[config.mk]
export PLATFORM = sky130hd
export DESIGN_NAME = ula_seq_flat
export DESIGN_NICKNAME = d
export VERILOG_FILES = /design/src/rtl/ula_pkg.sv /design/src/rtl/ula_seq_if.sv /design/src/rtl/ula_seq_muldiv.sv /design/src/rtl/ula_seq.sv /design/src/flat_wrapper.sv
export SDC_FILE = /design/constraint.sdc
export NUM_CORES = 1
export LEC_CHECK = 0
export CAP_MARGIN = 5
export CORE_MARGIN = 2
export CORE_UTILIZATION = 65
export DETAILED_ROUTE_END_ITERATION = 16
export DONT_BUFFER_PORTS = 1
export PLACE_DENSITY = 0.81
export SYNTH_ARGS = -nofsm -noshare
export SYNTH_HDL_FRONTEND = slang
export SYNTH_SLANG_ARGS = --single-unit
[constraint.sdc]
create_clock -name clk -period 6.5 [get_ports clk]
set_input_delay 0.975 -clock clk [delete_from_list [all_inputs] [get_ports clk]]
set_output_delay 0.975 -clock clk [all_outputs]
set_load 0.03 [all_outputs]
[src/rtl/ula_pkg.sv]
// Shared definitions for the sequential stack-machine ALU: funct field
// encodings and the controller state type.
package ula_pkg;

    // Operation field funct[4:2], meaningful when funct[1:0] selects the ALU group
    localparam logic [2:0] OP_BYPASST = 3'b000;
    localparam logic [2:0] OP_AND     = 3'b001;
    localparam logic [2:0] OP_SUB     = 3'b010;
    localparam logic [2:0] OP_OR      = 3'b011;
    localparam logic [2:0] OP_ADD     = 3'b100;
    localparam logic [2:0] OP_XOR     = 3'b101;
    localparam logic [2:0] OP_NSUB    = 3'b110;
    localparam logic [2:0] OP_BYPASSY = 3'b111;

    // Group select funct[1:0]
    localparam logic [1:0] LOW_ALU  = 2'b00;
    localparam logic [1:0] LOW_DIV  = 2'b01;
    localparam logic [1:0] LOW_MULT = 2'b10;
    localparam logic [1:0] LOW_RSVD = 2'b11;

    typedef enum logic [1:0] {
        IDLE = 2'd0,
        MUL  = 2'd1,
        DIV  = 2'd2
    } state_t;

endpackage

[src/rtl/ula_seq_if.sv]
// Request/result bundle between the control unit (master) and the ALU (slave).
interface ula_seq_if #(
    parameter int DATA_WIDTH  = 16,
    parameter int FUNCT_WIDTH = 5
);
    logic                   start;
    logic [DATA_WIDTH-1:0]  T;
    logic [DATA_WIDTH-1:0]  Y;
    logic [FUNCT_WIDTH-1:0] funct;
    logic                   busy;
    logic                   done;
    logic [DATA_WIDTH-1:0]  Result;
    logic [DATA_WIDTH-1:0]  ResultHi;
    logic                   flagZ;
    logic                   flagN;
    logic                   flagC;
    logic                   flagDZ;

    modport master (
        output start, T, Y, funct,
        input  busy, done, Result, ResultHi, flagZ, flagN, flagC, flagDZ
    );

    modport slave (
        input  start, T, Y, funct,
        output busy, done, Result, ResultHi, flagZ, flagN, flagC, flagDZ
    );
endinterface

[src/rtl/ula_seq_muldiv.sv]
// Iterative multiply/divide engine. One bit per clock: shift-add for MULT,
// restoring division for DIV. hi/lo present the value the accumulator takes
// at the next edge, so the caller can capture the final result on the same
// edge that performs the last iteration (flagged by last).
module ula_seq_muldiv #(
    parameter int DATA_WIDTH = 16
) (
    input  logic                  clk,
    input  logic                  rst_n,
    input  logic                  go,
    input  logic                  is_div,
    input  logic [DATA_WIDTH-1:0] a,
    input  logic [DATA_WIDTH-1:0] b,
    output logic [DATA_WIDTH-1:0] hi,
    output logic [DATA_WIDTH-1:0] lo,
    output logic                  last
);
    localparam int CNT_WIDTH = $clog2(DATA_WIDTH) + 1;

    logic [DATA_WIDTH-1:0] acc_hi;
    logic [DATA_WIDTH-1:0] acc_lo;
    logic [DATA_WIDTH-1:0] operand_b;
    logic                  div_mode;
    logic                  running;
    logic [CNT_WIDTH-1:0]  cnt;

    logic [DATA_WIDTH:0]   mul_sum;
    logic [DATA_WIDTH:0]   shifted;
    logic [DATA_WIDTH:0]   diff;

    // One iteration step: multiplier bit in acc_lo[0] adds b into the high half
    // and the pair shifts right; for division the partial remainder shifts left
    // and b is subtracted back out unless that would go negative (diff MSB set).
    always_comb begin
        mul_sum = {1'b0, acc_hi} + (acc_lo[0] ? {1'b0, operand_b} : '0);
        shifted = {acc_hi, acc_lo[DATA_WIDTH-1]};
        diff    = shifted - {1'b0, operand_b};
        if (div_mode) begin
            hi = diff[DATA_WIDTH] ? shifted[DATA_WIDTH-1:0] : diff[DATA_WIDTH-1:0];
            lo = {acc_lo[DATA_WIDTH-2:0], ~diff[DATA_WIDTH]};
        end else begin
            hi = mul_sum[DATA_WIDTH:1];
            lo = {mul_sum[0], acc_lo[DATA_WIDTH-1:1]};
        end
    end

    assign last = running && (cnt == CNT_WIDTH'(DATA_WIDTH - 1));

    // Latch operands on go, then iterate DATA_WIDTH times and stop.
    always_ff @(posedge clk) begin
        if (!rst_n) begin
            acc_hi    <= '0;
            acc_lo    <= '0;
            operand_b <= '0;
            div_mode  <= 1'b0;
            running   <= 1'b0;
            cnt       <= '0;
        end else if (go) begin
            acc_hi    <= '0;
            acc_lo    <= a;
            operand_b <= b;
            div_mode  <= is_div;
            running   <= 1'b1;
            cnt       <= '0;
        end else if (running) begin
            acc_hi <= hi;
            acc_lo <= lo;
            cnt    <= cnt + CNT_WIDTH'(1);
            if (last) begin
                running <= 1'b0;
            end
        end
    end
endmodule

[src/rtl/ula_seq.sv]
// Registered stack-machine ALU. Logic and add/sub ops finish one cycle after
// accept; MULT/DIV hand off to the iterative engine and hold busy until done.
module ula_seq
    import ula_pkg::*;
#(
    parameter int DATA_WIDTH  = 16,
    parameter int FUNCT_WIDTH = 5
) (
    input  logic      clk,
    input  logic      rst_n,
    ula_seq_if.slave  bus
);
    state_t                 state;
    logic                   busy_q;
    logic                   done_q;
    logic [DATA_WIDTH-1:0]  res_q;
    logic [DATA_WIDTH-1:0]  hi_q;
    logic                   z_q, n_q, c_q, dz_q;

    logic [FUNCT_WIDTH-1:0] funct;
    logic [1:0]             low;
    logic [2:0]             op;
    logic                   accept;
    logic                   y_zero;
    logic                   eng_go;
    logic                   eng_is_div;
    logic [DATA_WIDTH-1:0]  eng_hi;
    logic [DATA_WIDTH-1:0]  eng_lo;
    logic                   eng_last;

    logic [DATA_WIDTH:0]    add_full;
    logic [DATA_WIDTH:0]    sub_full;
    logic [DATA_WIDTH:0]    nsub_full;
    logic [DATA_WIDTH-1:0]  alu_res;
    logic                   alu_c;

    assign funct      = bus.funct;
    assign low        = funct[1:0];
    assign accept     = bus.start && (state == IDLE);
    assign y_zero     = (bus.Y == '0);
    assign eng_is_div = (low == LOW_DIV);
    assign eng_go     = accept && ((low == LOW_MULT) || (eng_is_div && !y_zero));

    assign add_full  = {1'b0, bus.T} + {1'b0, bus.Y};
    assign sub_full  = {1'b0, bus.T} - {1'b0, bus.Y};
    assign nsub_full = {1'b0, bus.Y} - {1'b0, bus.T};

    // Single-cycle datapath; the reserved group behaves as BYPASST.
    always_comb begin
        alu_res = '0;
        alu_c   = 1'b0;
        op      = (low == LOW_ALU) ? funct[4:2] : OP_BYPASST;
        case (op)
            OP_BYPASST: alu_res = bus.T;
            OP_AND:     alu_res = bus.T & bus.Y;
            OP_SUB:     begin alu_res = sub_full[DATA_WIDTH-1:0];  alu_c = sub_full[DATA_WIDTH];  end
            OP_OR:      alu_res = bus.T | bus.Y;
            OP_ADD:     begin alu_res = add_full[DATA_WIDTH-1:0];  alu_c = add_full[DATA_WIDTH];  end
            OP_XOR:     alu_res = bus.T ^ bus.Y;
            OP_NSUB:    begin alu_res = nsub_full[DATA_WIDTH-1:0]; alu_c = nsub_full[DATA_WIDTH]; end
            OP_BYPASSY: alu_res = bus.Y;
            default:    alu_res = bus.T;
        endcase
    end

    ula_seq_muldiv #(.DATA_WIDTH(DATA_WIDTH)) u_muldiv (
        .clk    (clk),
        .rst_n  (rst_n),
        .go     (eng_go),
        .is_div (eng_is_div),
        .a      (bus.T),
        .b      (bus.Y),
        .hi     (eng_hi),
        .lo     (eng_lo),
        .last   (eng_last)
    );

    // Controller FSM with all visible outputs registered; done is a one-cycle pulse.
    always_ff @(posedge clk) begin
        if (!rst_n) begin
            state  <= IDLE;
            busy_q <= 1'b0;
            done_q <= 1'b0;
            res_q  <= '0;
            hi_q   <= '0;
            z_q    <= 1'b0;
            n_q    <= 1'b0;
            c_q    <= 1'b0;
            dz_q   <= 1'b0;
        end else begin
            done_q <= 1'b0;
            case (state)
                IDLE: begin
                    if (accept) begin
                        case (low)
                            LOW_MULT: begin
                                state  <= MUL;
                                busy_q <= 1'b1;
                            end
                            LOW_DIV: begin
                                if (y_zero) begin
                                    res_q  <= '1;
                                    hi_q   <= bus.T;
                                    z_q    <= 1'b0;
                                    n_q    <= 1'b1;
                                    c_q    <= 1'b0;
                                    dz_q   <= 1'b1;
                                    done_q <= 1'b1;
                                end else begin
                                    state  <= DIV;
                                    busy_q <= 1'b1;
                                end
                            end
                            default: begin
                                res_q  <= alu_res;
                                hi_q   <= '0;
                                z_q    <= (alu_res == '0);
                                n_q    <= alu_res[DATA_WIDTH-1];
                                c_q    <= alu_c;
                                dz_q   <= 1'b0;
                                done_q <= 1'b1;
                            end
                        endcase
                    end
                end
                MUL, DIV: begin
                    if (eng_last) begin
                        res_q  <= eng_lo;
                        hi_q   <= eng_hi;
                        z_q    <= (eng_lo == '0);
                        n_q    <= eng_lo[DATA_WIDTH-1];
                        c_q    <= 1'b0;
                        dz_q   <= 1'b0;
                        done_q <= 1'b1;
                        busy_q <= 1'b0;
                        state  <= IDLE;
                    end
                end
                default: state <= IDLE;
            endcase
        end
    end

    assign bus.busy     = busy_q;
    assign bus.done     = done_q;
    assign bus.Result   = res_q;
    assign bus.ResultHi = hi_q;
    assign bus.flagZ    = z_q;
    assign bus.flagN    = n_q;
    assign bus.flagC    = c_q;
    assign bus.flagDZ   = dz_q;
endmodule

[src/flat_wrapper.sv]
// flat-port wrapper written by rule: the top's interface ports become plain ports
module ula_seq_flat import ula_pkg::*;
#(
    parameter int DATA_WIDTH  = 16,
    parameter int FUNCT_WIDTH = 5
)
  (clk, rst_n, bus_start, bus_T, bus_Y, bus_funct, bus_busy, bus_done, bus_Result, bus_ResultHi, bus_flagZ, bus_flagN, bus_flagC, bus_flagDZ);
  ula_seq_if #(.DATA_WIDTH(DATA_WIDTH), .FUNCT_WIDTH(FUNCT_WIDTH)) bus_i ();
  input  logic clk;
  input  logic rst_n;
  input wire logic [$bits(bus_i.start)-1:0] bus_start;
  input wire logic [$bits(bus_i.T)-1:0] bus_T;
  input wire logic [$bits(bus_i.Y)-1:0] bus_Y;
  input wire logic [$bits(bus_i.funct)-1:0] bus_funct;
  output wire logic [$bits(bus_i.busy)-1:0] bus_busy;
  output wire logic [$bits(bus_i.done)-1:0] bus_done;
  output wire logic [$bits(bus_i.Result)-1:0] bus_Result;
  output wire logic [$bits(bus_i.ResultHi)-1:0] bus_ResultHi;
  output wire logic [$bits(bus_i.flagZ)-1:0] bus_flagZ;
  output wire logic [$bits(bus_i.flagN)-1:0] bus_flagN;
  output wire logic [$bits(bus_i.flagC)-1:0] bus_flagC;
  output wire logic [$bits(bus_i.flagDZ)-1:0] bus_flagDZ;
  assign bus_i.start = bus_start;
  assign bus_i.T = bus_T;
  assign bus_i.Y = bus_Y;
  assign bus_i.funct = bus_funct;
  assign bus_busy = bus_i.busy;
  assign bus_done = bus_i.done;
  assign bus_Result = bus_i.Result;
  assign bus_ResultHi = bus_i.ResultHi;
  assign bus_flagZ = bus_i.flagZ;
  assign bus_flagN = bus_i.flagN;
  assign bus_flagC = bus_i.flagC;
  assign bus_flagDZ = bus_i.flagDZ;
  ula_seq #(.DATA_WIDTH(DATA_WIDTH), .FUNCT_WIDTH(FUNCT_WIDTH)) u_core (.clk(clk), .rst_n(rst_n), .bus(bus_i));
endmodule
**Yosys cells after proc, flatten, opt, wreduce, memory -nomap -nowiden**

Cells that the tools add are included.

- Flip-flop bits (word level): 95
- Word-level logic and storage cells: 116
- Bits of input ports: 40
- Output and inout bits: 38

- Bitwise gates (word level): 5
- $add $sub $neg: 6
- Equality and inequality tests: 18
- Muxes and demuxes: 53
- Reduce and logical (&&, ||, !) cells: 19

Operator list:

| kind | count |
|---|---|
| two-way mux 16 bit | 12 |
| case mux 16 bit (2 select lines) | 4 |
| case mux 16 bit (8 select lines) | 1 |
| logical NOT 16 bit | 3 |
| subtractor 16 x 16 -> 17 bit | 2 |
| case mux 1 bit (2 select lines) | 12 |
| adder 16 x 16 -> 17 bit | 1 |
| adder 16 x 17 -> 17 bit | 1 |
| two-way mux 1 bit | 17 |
| subtractor 17 x 16 -> 17 bit | 1 |
| bitwise AND 16 bit | 1 |
| OR 16 bit | 1 |
| XOR 16 bit | 1 |
| == test 3 bit, second input constant | 4 |
| AND reduction 5 bit | 2 |
| case mux 2 bit (2 select lines) | 2 |
| == test 3 x 2 -> 1 bit, second input constant | 2 |
| two-way mux 2 bit | 3 |
| != test 3 x 2 -> 1 bit, second input constant | 2 |
| adder 5 x 1 -> 5 bit, second input constant | 1 |
| == test 5 x 4 -> 1 bit, second input constant | 1 |
| == test 2 x 1 -> 1 bit, second input constant | 2 |
| == test 2 bit, second input constant | 2 |
| logical AND 1 bit | 4 |
| other kinds (14) | 19 |

**Longest topological paths before layout**

- Word-level depth: 8
- Gate-level depth with buffers: 13
- Depth with buffers taken out: 13

**Modules after synthesis**

Synthesis repeated with hierarchy kept, for this count alone.

- Cell total of the unflattened synthesis: 1336
- Area total of the unflattened synthesis: 9988.3 um^2

By module, submodules not included:

| module | area each (um^2) | times used | cells each |
|---|---|---|---|
| ula_seq | 5544.1 | 1 | 774 |
| ula_seq_muldiv | 4444.3 | 1 | 562 |

**Least setup slack after synthesis**

No wires, ideal clock.

- Path kind: input -> register
- Start: input bus_Y[0]
- End: register u_core.z_q, in the netlist u_core.bus.flagZ
- Path buffers: 0
- Cell stages on the path: 12
- Arrival time: 3.325 ns
- Setup slack: 3.058 ns
- Setup time: 0.116 ns
- Cells stage by stage: inv_1 > ha_1 > fa_1 > o21bai_1 > a211oi_1 > o31ai_1 > nand3_1 > a31oi_1 > a2bb2oi_1 > o32a_1 > and4b_1 > a41o_1

- Longest elaborated chain between the ends: 6
- Elaborated cells on any way between the ends: 14

RTL lines:

| item | RTL line | text |
|---|---|---|
| start, declared | flat_wrapper.sv:13 | `input wire logic [$bits(bus_i.Y)-1:0] bus_Y;` |
| subtractor 16 x 16 -> 17 bit (tied with other cells) | ula_seq.sv:46 | `assign nsub_full = {1'b0, bus.Y} - {1'b0, bus.T};` |
| case mux 16 bit (8 select lines) | ula_seq.sv:53 | `case (op)` |
| logical NOT 16 bit | ula_seq.sv:117 | `z_q <= (alu_res == '0);` |
| case mux 1 bit (2 select lines) | ula_seq.sv:95 | `case (low)` |
| two-way mux 1 bit | ula_seq.sv:94 | `if (accept) begin` |
| case mux 1 bit (2 select lines) | ula_seq.sv:92 | `case (state)` |
| end signal, assigned | ula_seq.sv:117 |  |
| end signal, assigned | ula_seq.sv:130 | `z_q <= (eng_lo == '0);` |
| end, declared | ula_seq.sv:18 | `logic z_q, n_q, c_q, dz_q;` |

Parallel ways exist; a longest one is shown, timed or not. The select of a mux whose other input is x is not followed.
A chain may end at the register's enable or synchronous reset.

**Worst setup path after layout**

- Start: input bus_Y[9]
- End: register u_core.z_q, in the netlist u_core.bus.flagZ

Same word-level chain as after synthesis.

==> flow_summary_export.csv <==
group,metric,value,unit
placement,gp_congestion,1.03,
clock_tree,insertion_delay,0.35,ns
placement,placedInstanceArea,10000,um2
yosys,yosysWarnings,0,
clock_tree,cts_buffers,9,
critical_path,crit_path_frequent_cell,"a22oi_1",
critical_path,cp_num_buf_inv,1,
drt,route.vias.total,10900,
layout,final_cell_area,10400,um2
hold_path,worstHoldStart,"u_core.u_muldiv.operand_b[13]",
global_routing,antenna_found_initial,2,
outcome,outcome,"finished clean",
timing,post-route-period-util,58.8,%
global_routing,grt_max_degree,73,
yosys,syn_area_per_cell,7.38,um2
power,ir_drop,0.000245,V
power,intPower,0.00130,W
floorplanning,start_util,66.4,%
layout,final_cell_mix,"a21oi_1, nand2_1, nor2_1, ha_1, dfxtp_1",
yosys,ys_seq_elements,94,
critical_path,worstSetupPathType,"in2reg",
critical_path,regToRegSetupSlack,2.86,ns
layout,antenna_cells,0,
critical_path,cp_max_fo,13,
floorplanning,die-area,16500,um2
layout,instances_no_fill,1499,
layout,drive_above_1_share,5.49,%
timing,maxSlewViolCount,0,
floorplanning,die_w,129,um
drt,dr.pass1.iters,6,
power,finalPower,0.00221,W
power,p_seq_share,34.3,%
clock_tree,cts_resized,0,
hold_path,hold_depth,2,
floorplanning,die_y,129,um
drt,post_drt_wl_per_cell,23.8,um
layout,nNetsFinal,1455,
critical_path,start_kind,"primary input",
clock_tree,post_cts_buffers,0,
critical_path,cp.required,6.75,ns
drt,drtAntennaViolNets,0,
yosys,async_flop_share,0,%
clock_tree,hold_buffers,0,
clock_tree,cts_tree,"yes",
yosys,synth_top_cell_area_share,18.6,%
yosys,ys_seq_area_share,18.6,%
critical_path,r2r_cells,12,
critical_path,critical_path.cell_chain,"inv_1 -> ha_1 -> or3_1 -> or4_1 -> a31oi_1 -> o31ai_1 -> a22oi_1 -> a311oi_1 -> a22oi_1 -> and4bb_1 -> a41o_1",
floorplanning,core_area,15200,um2
clock_tree,cts_max_level,3,
placement,io_buffers,0,
global_routing,grt_overflow,0,
global_routing,grt_pass1_wl,54600,um
yosys,synth_area_leader_cell,"dfxtp_1",
timing,max_slew_margin,39.0,%
hold_path,min_to,"u_core.u_muldiv.operand_b[13]",
drt,routed_wl,35600,um
yosys,synth_flop_cell,"dfxtp_1",
drt,drc,0,
power,leakage,4.05,nW
yosys,synth_fp_nets,1516,
hold_path,hp-class,"reg2reg",
critical_path,slowest_stage,"or3_1",
timing,skew,0.00580,ns
yosys,synth_edf_count,0,
clock_tree,clock_tree.buffer_depth,2,
yosys,synthTopCellsByArea,"dfxtp_1, ha_1, a21oi_1, nand2_1, nor2_1",
power,powerDensity,213,nW/um2
yosys,syn-cell-area,10100,um2
critical_path,r2r_end,"u_core.bus.ResultHi[3]",
timing,setup_viol,0,
clock_tree,cts_root_buf,"clkbuf_16",
power,power_frac_comb,39.7,%
layout,syn_to_final_growth,2.51,%
power,switchingPower,0.000909,W
drt,drtIter0Drc,1642,
yosys,syn-instance-count,1368,
yosys,yosysUniqueCellTypes,93,
power,sw_frac_of_total,41.2,%
placement,dp_cells,1484,
timing,worst_pin_slew,0.913,ns
power,p_clk_share,26.0,%
timing,clock.fmax,262,MHz
global_routing,track_usage,42.0,%
timing,hold_viol,0,
placement,dp_hpwl,26600,um
critical_path,critical_path.top_delay_family,"compound AO/OA/AOI/OAI gates",
critical_path,r2r-start,"u_core.u_muldiv.acc_lo[15]",
critical_path,max_stage_delay,0.53,ns
critical_path,cp-end-kind,"flip-flop",
timing,rsz0062_at_grt,"no",
drt,drt-vias-per-instance,7.24,
global_routing,first_global_vias,9762,
clock_tree,numClockSinks,94,
floorplanning,rows,45,
layout,utilization,68.1,%
clock_tree,path_clk_slew,0.07,ns
timing,min_period,3.82,ns
floorplanning,ios,78,
layout,layout_commonest_cell,"a21oi_1",
job,drv_cap,0,
critical_path,critical_path_arrival,4.07,ns
timing,setup_tns,0,ns
-- synthesized netlist by cell type (27+ instances only) --
master / n
ha_1: 103
o211ai_1: 33
dfxtp_1: 94
o21ai_0: 64
nand2_1: 144
inv_1: 86
a21oi_1: 151
nor2_1: 105
mux2i_1: 27
nor3_1: 37
a211oi_1: 31
clkbuf_1: 50
-- state kept, by name, summed over array words and instances, names as in the netlist, 2 cells and up --
name and flops:
u_core.u_muldiv.acc_hi 16, u_core.bus.ResultHi 16, u_core.u_muldiv.operand_b 16, u_core.u_muldiv.acc_lo 16, u_core.state 2, u_core.bus.Result 16
u_core.u_muldiv.cnt 5
-- power by group through the flow --
stage	clock [W]	combinational [W]	sequential, W
2_1_floorplan	0	0.000672	0.000739
3_3_place_gp	0	0.000829	0.000767
3_5_place_dp	0	0.000841	0.000767
4_1_cts	0.000573	0.000848	0.000755
5_1_grt	0.000597	0.000946	0.000762
6_report	0.000573	0.000876	0.000757
-- area by class of cell --
| class | instances | area, um2 |
|---|---|---|
| multi-input combinational | 1104 | 7510 |
| fill | 1317 | 4850 |
| sequential | 94 | 1880 |
| inverter | 87 | 327 |
| tap | 188 | 235 |
| clock buffer | 10 | 229 |
| clock inverter | 5 | 83.8 |
| timing repair buffer | 11 | 82.6 |
-- worst min-delay path: stages (launching register included) --
cell,delay (ns)
dfxtp_1,0.32
nand2_1,0.06
a21oi_1,0.05
-- routing by layer --
| metal | up-vias | wire length [um] | GRT usage [%] |
|---|---|---|---|
| met3 | 118 | 4840 | 14.0 |
| met2 | 777 | 14600 | 60.7 |
| met4 | 2 | 1150 | 12.2 |
| li1 | 4899 | - | - |
| met5 | - | 15 | 0 |
| met1 | 5064 | 15000 | 59.3 |
-- metrics by stage --
step	setup slack [ns]	hold WS [ns]
finish	2.68	0.477
global route	2.56	0.504
CTS	2.79	0.477
detailed placement	2.43	0.469
global placement	2.51	0.461
floorplan	3.06	0.445
-- cells by family (layout without fill, tap and decap cells) --
| logic type | after synthesis | in the layout | synth area share [%] |
|---|---|---|---|
| buffers and inverters | 170 | 113 | 7.09 |
| AO/OA/AOI/OAI | 477 | 477 | 31.9 |
| multiplexers | 37 | 37 | 3.90 |
| flip-flops | 94 | 94 | 18.6 |
| XOR/XNOR | 32 | 32 | 2.78 |
| adder cells (fa/ha/maj) | 108 | 108 | 13.8 |
| AND/OR/NAND/NOR | 450 | 450 | 22.0 |
-- worst max-delay path by stage --
stage | depth (start not counted) | slack [ns] | to | start
floorplan | 12 | 3.06 | u_core.bus.flagZ | bus_Y[0]
global placement | 11 | 2.51 | u_core.bus.flagZ | bus_Y[10]
detailed placement | 12 | 2.43 | u_core.bus.flagZ | bus_Y[0]
CTS | 12 | 2.79 | u_core.bus.flagZ | bus_Y[0]
global route | 12 | 2.56 | u_core.bus.flagZ | bus_Y[0]
finish | 11 | 2.68 | u_core.bus.flagZ | bus_Y[9]
(Power assumes the default switching activity.)
==> edit: new RTL, same flow settings <==
`DATA_WIDTH` is set to 16 in 4 places; all go to 8.
--- a/src/rtl/ula_seq_if.sv
+++ b/src/rtl/ula_seq_if.sv
@@ -1,6 +1,6 @@
 // Request/result bundle between the control unit (master) and the ALU (slave).
 interface ula_seq_if #(
-    parameter int DATA_WIDTH  = 16,
+    parameter int DATA_WIDTH  = 8,
     parameter int FUNCT_WIDTH = 5
 );
     logic                   start;
--- a/src/rtl/ula_seq_muldiv.sv
+++ b/src/rtl/ula_seq_muldiv.sv
@@ -3,7 +3,7 @@
 // at the next edge, so the caller can capture the final result on the same
 // edge that performs the last iteration (flagged by last).
 module ula_seq_muldiv #(
-    parameter int DATA_WIDTH = 16
+    parameter int DATA_WIDTH = 8
 ) (
     input  logic                  clk,
     input  logic                  rst_n,
--- a/src/rtl/ula_seq.sv
+++ b/src/rtl/ula_seq.sv
@@ -3,7 +3,7 @@
 module ula_seq
     import ula_pkg::*;
 #(
-    parameter int DATA_WIDTH  = 16,
+    parameter int DATA_WIDTH  = 8,
     parameter int FUNCT_WIDTH = 5
 ) (
     input  logic      clk,
--- a/src/flat_wrapper.sv
+++ b/src/flat_wrapper.sv
@@ -1,7 +1,7 @@
 // flat-port wrapper written by rule: the top's interface ports become plain ports
 module ula_seq_flat import ula_pkg::*;
 #(
-    parameter int DATA_WIDTH  = 16,
+    parameter int DATA_WIDTH  = 8,
     parameter int FUNCT_WIDTH = 5
 )
   (clk, rst_n, bus_start, bus_T, bus_Y, bus_funct, bus_busy, bus_done, bus_Result, bus_ResultHi, bus_flagZ, bus_flagN, bus_flagC, bus_flagDZ);
Interface: changed (resized bus_Result, bus_ResultHi, bus_T and bus_Y); port bits go from 78 to 46. No check against the original RTL was run, so the function may have changed too.
==> edit against the original RTL <==
- routed wire length decreased by 60%
- first-iteration DRC count is 78% lower
- highest routed layer is now met4
- design area shrank 52%
- worst setup slack improved by 0.29 ns
- area after synthesis is 51% lower
- count of clock-buffer cells in the layout fell by 5
- clock power shrank 60%
- utilization rose by 0.57 points
- register-to-register slack better by 0.10 ns
- combinational power down 64%
- die area shrank 50%
- sequential cell count decreased by 41
- global-route usage decreased by 7.6 points
- total power fell by 57%
==> edit: results (changes against the original RTL) <==
metal2 WL=6.59 mm (-55%); post-synthesis sequential area ratio=21.6% (+3.0 points); DR pass1 iterations=5 (-1); top routing layer in use=met4; Critical Path AT=3.79 ns (-0.28 ns); largest net degree at the start of global routing=48 (-34%); Final Wtd Congestion=1.03 (-0.46%); H-Tree Level Count=2 (-1); crit-path max cell delay=0.90 ns (+0.37 ns); outcome=complete, no violations; largest cells by area after synthesis=dfxtp_1 22%, ha_1 13%, nand2_1 4.9%, nor2_1 4.4%, mux2i_1 4.1%; Area after DPL=4890 um^2 (-51%); vias in the first global route=4613 (-53%); Hold WS=0.482 ns (+0.00502 ns); reg2reg setup slack=2.96 ns (+0.10 ns); CTS clk-pin slew, worst paths=0.10 ns (+0.03 ns); met1 Track Usage GR=41.5% (-18 points); post-synthesis compound-gate area fraction=27.5% (-4.4 points); worst clock skew=0.00857 ns (+0.00277 ns); count of cell types in the netlist=67 (-28%); initial antenna violation count=0 (-2); # fillers=630 (-52%); hold path endpoint=u_core.u_muldiv.operand_b[6]; met3 WL=1.40 mm (-71%); DRT met1 WL=5.39 mm (-64%); WL final=14.2 mm (-60%); share of layout cells above drive strength 1=4.57% (-0.92 points); WS Path Type=flop to flop; worst flop-to-flop path startpoint=u_core.u_muldiv.acc_lo[7]; CP max FO=12 (-1); met3 Usage GRT=7.01% (-7.0 points); Peak supply drop=104 uV (-58%); DR vias/cell=6.79 (-6.3%); Commonest cells post-synth=64 x nand2_1, 58 x nor2_1, 53 x dfxtp_1, 52 x ha_1, 46 x inv_1
## edit: power breakdown
part / switching [uW] / internal (uW)
clock network: 113 / 116
registers: 57.6 / 353
logic: 187 / 126
total: 358 / 594
## edit: area by class of cell
type | count | area share (%)
clock buffer | 5 | 1.37
clock inverter | 3 | 0.875
inverter | 46 | 3.45
multi-input combinational | 503 | 70.2
sequential | 53 | 21.2
tap | 99 | 2.47
timing repair buffer | 3 | 0.450
## edit: worst max-delay path, delay by kind of cell, from the launching register on
family	cells	cell delay, ns
XOR/XNOR	1	0.90
AO/OA/AOI/OAI	4	0.79
adder cells (fa/ha/maj)	2	0.70
flip-flops	1	0.38
multiplexers	1	0.33
AND/OR/NAND/NOR	2	0.32
buffers and inverters	1	0.06
## edit: per-stage QoR
stage / setup WS, ns / instances
after floorplan: 3.42 / 638
after global placement: 3.19 / 704
after detailed placement: 3.07 / 704
after CTS: 3.00 / 712
after global routing: 2.72 / 712
final: 2.96 / 712
